`config.mk`:
```
export PLATFORM = sky130hd
export DESIGN_NAME = serial_bit_feeder
export DESIGN_NICKNAME = d
export VERILOG_FILES = /design/src/rtl/serial_pkg.sv /design/src/rtl/serial_bit_feeder.sv
export SDC_FILE = /design/constraint.sdc
export NUM_CORES = 1
export LEC_CHECK = 0
export ABC_AREA = 1
export CORE_UTILIZATION = 47
export DETAILED_ROUTE_END_ITERATION = 8
export GPL_TIMING_DRIVEN = 0
export PLACE_DENSITY = 0.76
export RECOVER_POWER = 25
export SLEW_MARGIN = 10
export SYNTH_ARGS = -nofsm -noshare
export SYNTH_HDL_FRONTEND = slang
export SYNTH_SLANG_ARGS = --single-unit
```
`constraint.sdc`:
```
create_clock -name clk -period 1.5 [get_ports clk]
set_input_delay 0.3 -clock clk [delete_from_list [all_inputs] [get_ports clk]]
set_output_delay 0.3 -clock clk [all_outputs]
set_load 0.005 [all_outputs]
```
`src/rtl/serial_pkg.sv`:
```
// -----------------------------------------------------------------------------
// serial_pkg
// Shared definitions for the serial pattern-detector front end.
//   state_t        : feeder state encoding (S_IDLE / S_SHIFT)
//   DEFAULT_WIDTH  : default parallel word length in bits
// -----------------------------------------------------------------------------
package serial_pkg;

    typedef enum logic {
        S_IDLE  = 1'b0,
        S_SHIFT = 1'b1
    } state_t;

    localparam int DEFAULT_WIDTH = 8;

endpackage : serial_pkg

```
`src/rtl/serial_bit_feeder.sv`:
```
// -----------------------------------------------------------------------------
// serial_bit_feeder
// Parallel-to-serial front end for the serial pattern detector. Words arrive on
// a valid/ready handshake and leave one bit per clock on sout, which drives the
// detector x input. Consecutive words stream with no idle bit in between, and
// sout is forced low whenever no data bit is being sent.
//
// Parameters:
//   WIDTH      word length in bits (>= 2)
//   MSB_FIRST  1: bit WIDTH-1 leaves first, 0: bit 0 leaves first
//
// Ports:
//   clk         in   single clock, rising edge
//   reset_n     in   asynchronous active-low reset
//   din         in   parallel word, sampled only on a handshake
//   din_valid   in   din holds a word to send
//   din_ready   out  a word can be accepted this cycle
//   sout        out  serial bit stream (detector x)
//   sout_valid  out  sout carries a data bit this cycle
//   word_done   out  one-cycle pulse during the last bit of each word
//   busy        out  a word is being shifted (same as sout_valid)
// -----------------------------------------------------------------------------
module serial_bit_feeder
    import serial_pkg::*;
#(
    parameter int WIDTH     = DEFAULT_WIDTH,
    parameter bit MSB_FIRST = 1'b1
) (
    input  logic             clk,
    input  logic             reset_n,
    input  logic [WIDTH-1:0] din,
    input  logic             din_valid,
    output logic             din_ready,
    output logic             sout,
    output logic             sout_valid,
    output logic             word_done,
    output logic             busy
);

    localparam int               CNT_W    = $clog2(WIDTH);
    localparam logic [CNT_W-1:0] LAST_BIT = CNT_W'(WIDTH - 1);

    state_t           r_state;
    logic [WIDTH-1:0] r_shift_reg;
    logic [CNT_W-1:0] r_bit_cnt;

    logic w_shifting;
    logic w_last_bit;
    logic w_xfer;
    logic w_out_bit;

    // Move the next bit into the output position and zero-fill, so a word
    // that drains never leaves stale 1s behind it.
    function automatic logic [WIDTH-1:0] shift_one(input logic [WIDTH-1:0] v);
        if (MSB_FIRST)
            return {v[WIDTH-2:0], 1'b0};
        else
            return {1'b0, v[WIDTH-1:1]};
    endfunction

    assign w_shifting = (r_state == S_SHIFT);
    assign w_last_bit = w_shifting && (r_bit_cnt == LAST_BIT);
    assign w_out_bit  = MSB_FIRST ? r_shift_reg[WIDTH-1] : r_shift_reg[0];

    // Ready depends on registers only: idle, or showing the final bit so the
    // next word can follow without a gap.
    assign din_ready  = (r_state == S_IDLE) || w_last_bit;
    assign w_xfer     = din_valid && din_ready;

    // Gate with the state so an idle line is always 0.
    assign sout       = w_shifting && w_out_bit;
    assign sout_valid = w_shifting;
    assign busy       = w_shifting;
    assign word_done  = w_last_bit;

    always_ff @(posedge clk or negedge reset_n) begin
        if (!reset_n) begin
            r_state     <= S_IDLE;
            r_shift_reg <= '0;
            r_bit_cnt   <= '0;
        end else begin
            case (r_state)
                S_IDLE: begin
                    if (w_xfer) begin
                        r_shift_reg <= din;
                        r_bit_cnt   <= '0;
                        r_state     <= S_SHIFT;
                    end
                end
                S_SHIFT: begin
                    if (r_bit_cnt < LAST_BIT) begin
                        r_shift_reg <= shift_one(r_shift_reg);
                        r_bit_cnt   <= r_bit_cnt + 1'b1;
                    end else if (w_xfer) begin
                        // Reload on the last bit wins over going idle.
                        r_shift_reg <= din;
                        r_bit_cnt   <= '0;
                        r_state     <= S_SHIFT;
                    end else begin
                        r_shift_reg <= '0;
                        r_bit_cnt   <= '0;
                        r_state     <= S_IDLE;
                    end
                end
                default: begin
                    r_shift_reg <= '0;
                    r_bit_cnt   <= '0;
                    r_state     <= S_IDLE;
                end
            endcase
        end
    end

endmodule : serial_bit_feeder

```
# Word level (Yosys, flattened, before mapping)
# Index checks and enable logic that the tools add are counted.
# Widths: inputs -> output; s select.
dict set report totals {
  in_bits 11
  regBits 12
  wordCells 22
  out_inout_bits 5
}
dict set report classes {
  addsub 1
  n_reduce_logical 4
  eq_ne 2
  muxes 10
  magnitude_cmp 1
  bitwise_logic 1
}
# cell n
set op_table {}
lappend op_table {{$mux 8} 3}
lappend op_table {{$pmux 8 s2} 1}
lappend op_table {{$mux 3} 2}
lappend op_table {{$pmux 3 s2} 1}
lappend op_table {{$add 3x1->3 const B} 1}
lappend op_table {{$eq 3x3->1 const B} 1}
lappend op_table {{$logic_and 1x1->1} 3}
lappend op_table {{$lt 3x3->1 const B} 1}
lappend op_table {{$mux 1} 2}
lappend op_table {{$ne 2x2->1 const B} 1}
lappend op_table {{$pmux 1 s2} 1}
lappend op_table {{$logic_or 1x1->1} 1}
lappend op_table {{$not 1->1} 1}

# Logic depth before layout (Yosys ltp)
dict set report logic_depth {
  ltp_word 7
  depth_mapped 6
  mapped_depth_nobuf 5
}

# Least setup slack after synthesis
# Ideal clock, no wire load.
dict set report synth_timing {
  kind {reg-to-output}
  from {register r_bit_cnt[0]}
  to {output din_ready}
  path_stages_with_launch 4
  required_time_ns 1.200
  slack_ns 0.151
  arrival_time_ns 1.049
  path_buffers 0
  path_cell_list {dfrtp_1 -> ha_1 -> ha_1 -> or2_1}
}
dict set report synth_via {
  elab_chain_len 3
}
# item line_no
set synth_lines {}
lappend synth_lines {{start, declared} serial_bit_feeder.sv:45} ;# logic [CNT_W-1:0] r_bit_cnt;
lappend synth_lines {{start signal, assigned} serial_bit_feeder.sv:93} ;# r_bit_cnt <= r_bit_cnt + 1'b1;
lappend synth_lines {{$eq 3x3->1} serial_bit_feeder.sv:62} ;# assign w_last_bit = w_shifting && (r_bit_cnt == LAST_BIT);
lappend synth_lines {{$logic_and 1x1->1} serial_bit_feeder.sv:62}
lappend synth_lines {{$logic_or 1x1->1} serial_bit_feeder.sv:67} ;# assign din_ready = (r_state == S_IDLE) || w_last_bit;
lappend synth_lines {{end, declared} serial_bit_feeder.sv:33} ;# output logic din_ready,
# No other way between the ends.

# Final worst setup path
# Same ends and word-level chain as after synthesis.

==> impl_metrics.csv <==
group,metric,value,unit
sta,hold_slack,455.2,ps
power_and_ir_drop,powerDensity,1785,nW/µm²
clocking,cts_buffers,3,
sta,max_slew_margin,61.35,%
hold_path,hp-class,"in2async",
logic_synthesis,netlist_area,696.9,µm²
detailed_routing,drc,0,
logic_synthesis,ys_warn_count,0,
sta,worst_clock_skew,5.661,ps
grt,grt_pass1_vias,490,
job,maxCapViolCount,0,
clocking,cts_hold_buf,0,
floorplan,fp-row-count,13,
sta,timing.final.crit_period,1654,ps
placed_design,io_buffers,15,
outcome,status,"finished, violations left",
placed_design,gp_routability_congestion,0.7297,
grt,antenna_found_initial,0,
setup_path,path_class,"reg2out",
clocking,cts_tree,"built",
grt,gr-total-overflow,0,
setup_path,path_max_fanout,3,
logic_synthesis,yosysMostFrequentCell,"nand3_1",
setup_path,worstPathCellList,"ha_4 > ha_4 > or2_1 > buf_2",
floorplan,ioPinCount,16,
setup_path,regToRegStartpoint,"r_bit_cnt[1]",
logic_synthesis,ys_types,19,
layout,drive_gt1_share,33.96,%
logic_synthesis,ys_dominant_reg_cell,"dfrtp_1",
setup_path,crit_path_end_kind,"output pin",
setup_path,cp-start-kind,"flop",
grt,grt_pass1_wl,2070,µm
sta,fmax,604.7,MHz
logic_synthesis,syn-num-nets,94,
grt,track_usage,19.82,%
sta,max_slew.worst_pin.slew,577.9,ps
grt,busiest_layer,"met2",
floorplan,die_y,40.51,µm
detailed_routing,route.final.wire_length,1371,µm
layout,area_growth,37.52,%
layout,finalNetCount,121,
sta,finalCritPeriodShare,110.2,%
grt,grtUsageMet1,26.03,%
clocking,cts-root-buf,"clkbuf_4",
logic_synthesis,postSynthAreaPerCell,8.604,µm²
setup_path,crit_top_cell,"ha_4",
grt,grt_max_degree,13,
sta,rsz0062_at_grt,"true",
setup_path,cp_slowest_cell,"dfrtp_2",
clocking,clk_path_buf_depth,2,
detailed_routing,vias,610,
power_and_ir_drop,ir_drop,884.1,µV
clocking,cts_htree_levels,1,
placed_design,place_hpwl,888,µm
setup_path,regToRegSetupSlack,210,ps
detailed_routing,wl_per_cell,11.33,µm
detailed_routing,vias_per_cell,5.041,
floorplan,start_util,52.25,%
layout,n_fill_cell,100,
sta,timing.final.ws_setup,-153.7,ps
setup_path,crit_arrival,1350,ps
floorplan,die_area,1641,µm²
layout,antenna_cells,0,
grt,met3_usage,5.000,%
logic_synthesis,synth-seq-cells,12,
power_and_ir_drop,total_power,0.001711,W
logic_synthesis,synth_edf_count,0,
floorplan,fp.dieW,40.51,µm
detailed_routing,drtIter0Drc,11,
sta,final_max_slew_viol_count,0,
logic_synthesis,synthCells,81,
logic_synthesis,synth_top_area_cell,"dfrtp_1",
sta,finalHoldViolCount,0,
logic_synthesis,synth_commonest_cells,"nand3_1 (15), nand2_1 (14), dfrtp_1 (12)",
grt,grt_use_met2,28.57,%
logic_synthesis,synth_area_leaders,"dfrtp_1 (43%), nand3_1 (11%), a21oi_2 (8.8%), nand2_1 (7.5%), inv_1 (3.8%)",
detailed_routing,drt-pass1-iter-count,4,
sta,finalSetupViolCount,2,
logic_synthesis,netlist.area_leader.share,43.09,%
layout,largest_reg_flops,8,
setup_path,cp_slowest_stage_delay,430,ps
setup_path,required,1200,ps
clocking,clock-sinks,12,
clocking,insertion_delay,280,ps
layout,layoutNonFillerInstCount,121,
layout,fin_util,71.86,%
sta,setup_tns,-162.8,ps
logic_synthesis,async_flop_share,100.0,%
logic_synthesis,seq_area_frac_synth,43.09,%
floorplan,coreArea,1334,µm²
power_and_ir_drop,p_leak,0.4790,nW
outcome,violations,"setup timing",
setup_path,ff2ff_path_depth,6,
clocking,path_clk_slew,70,ps
placed_design,placed_cells,111,
detailed_routing,route.antenna.remaining_nets,0,
setup_path,startpoint,"r_bit_cnt[0]",
-- report_power, final --
| part | internal, W | switching [W] | total [W] |
|---|---|---|---|
| clock | 0.0000931 | 0.000108 | 0.000201 |
| sequential | 0.000465 | 0.000103 | 0.000569 |
| combinational | 0.000482 | 0.000459 | 0.000941 |
-- repair_timing --
item,CTS,global route
buffers inserted,3,4
pin swaps,2,1
resized for setup,16,2
cloned,0,0
endpoints found under the setup margin,5,7
-- routing by layer --
layer / wire (µm) / up-vias
met3: 71 / 5
li1: - / 315
met2: 638 / 20
met5: 0 / -
met4: 34 / 0
met1: 626 / 270
-- critical path, delay by kind of cell, from the launching register on --
kind | cells | cell delay (ps)
simple gates | 1 | 210
flops | 1 | 430
buf+inv | 1 | 130
fa+ha+maj | 2 | 320
-- cells by family (layout without fill, tap and decap cells) --
group | after synthesis | after routing | share of synthesized area, %
AO/OA/AOI/OAI | 10 | 10 | 12.03
adder cells (fa/ha/maj) | 2 | 2 | 3.590
buffers and inverters | 14 | 39 | 10.59
flip-flops | 12 | 12 | 43.09
AND/OR/NAND/NOR | 43 | 43 | 30.70
-- per-stage QoR --
stage	setup WS [ps]	area [µm²]
2_1_floorplan	151.3	696.9
3_3_place_gp	-315.2	865.8
3_5_place_dp	-327.8	865.8
4_1_cts	-223.5	917.1
5_1_grt	-207.4	958.4
6_report	-153.7	958.4
-- final timing paths --
| path | endpoint |
|---|---|
| min in group clk | r_shift_reg[0] |
| worst max register to register | r_shift_reg[6] |
| worst max-delay path | din_ready |
| worst min register to register | r_shift_reg[0] |
| worst min-delay path | r_shift_reg[6] |
| max in group asynchronous | busy |
-- cell type report --
cell class / count / area [µm²] / area share (%)
inverters: 11 / 43.79 / 4.569
multi-input cells: 55 / 347.8 / 36.29
well taps: 15 / 18.77 / 1.958
clock buffers: 3 / 22.52 / 2.350
flip-flops and latches: 12 / 302.8 / 31.59
plain buffers: 3 / 30.03 / 3.133
repair buffers: 22 / 192.7 / 20.10
-- cells in the final DEF, fill, tap and decap left out, drive strengths merged --
cell | Yosys | layout
dlygate4sd2 | 0 | 3
clkdlybuf4s50 | 0 | 9
nand4 | 1 | 1
a21oi | 7 | 7
inv | 11 | 11
clkbuf | 0 | 3
ha | 2 | 2
nand3 | 16 | 16
a22o | 1 | 1
a21o | 1 | 1
buf | 3 | 12
or2 | 1 | 1
dlygate4sd3 | 0 | 1
o21ai | 1 | 1
dfrtp | 12 | 12
nand2 | 17 | 17
nor2 | 8 | 8
Power figures use the tool's default switching activity.
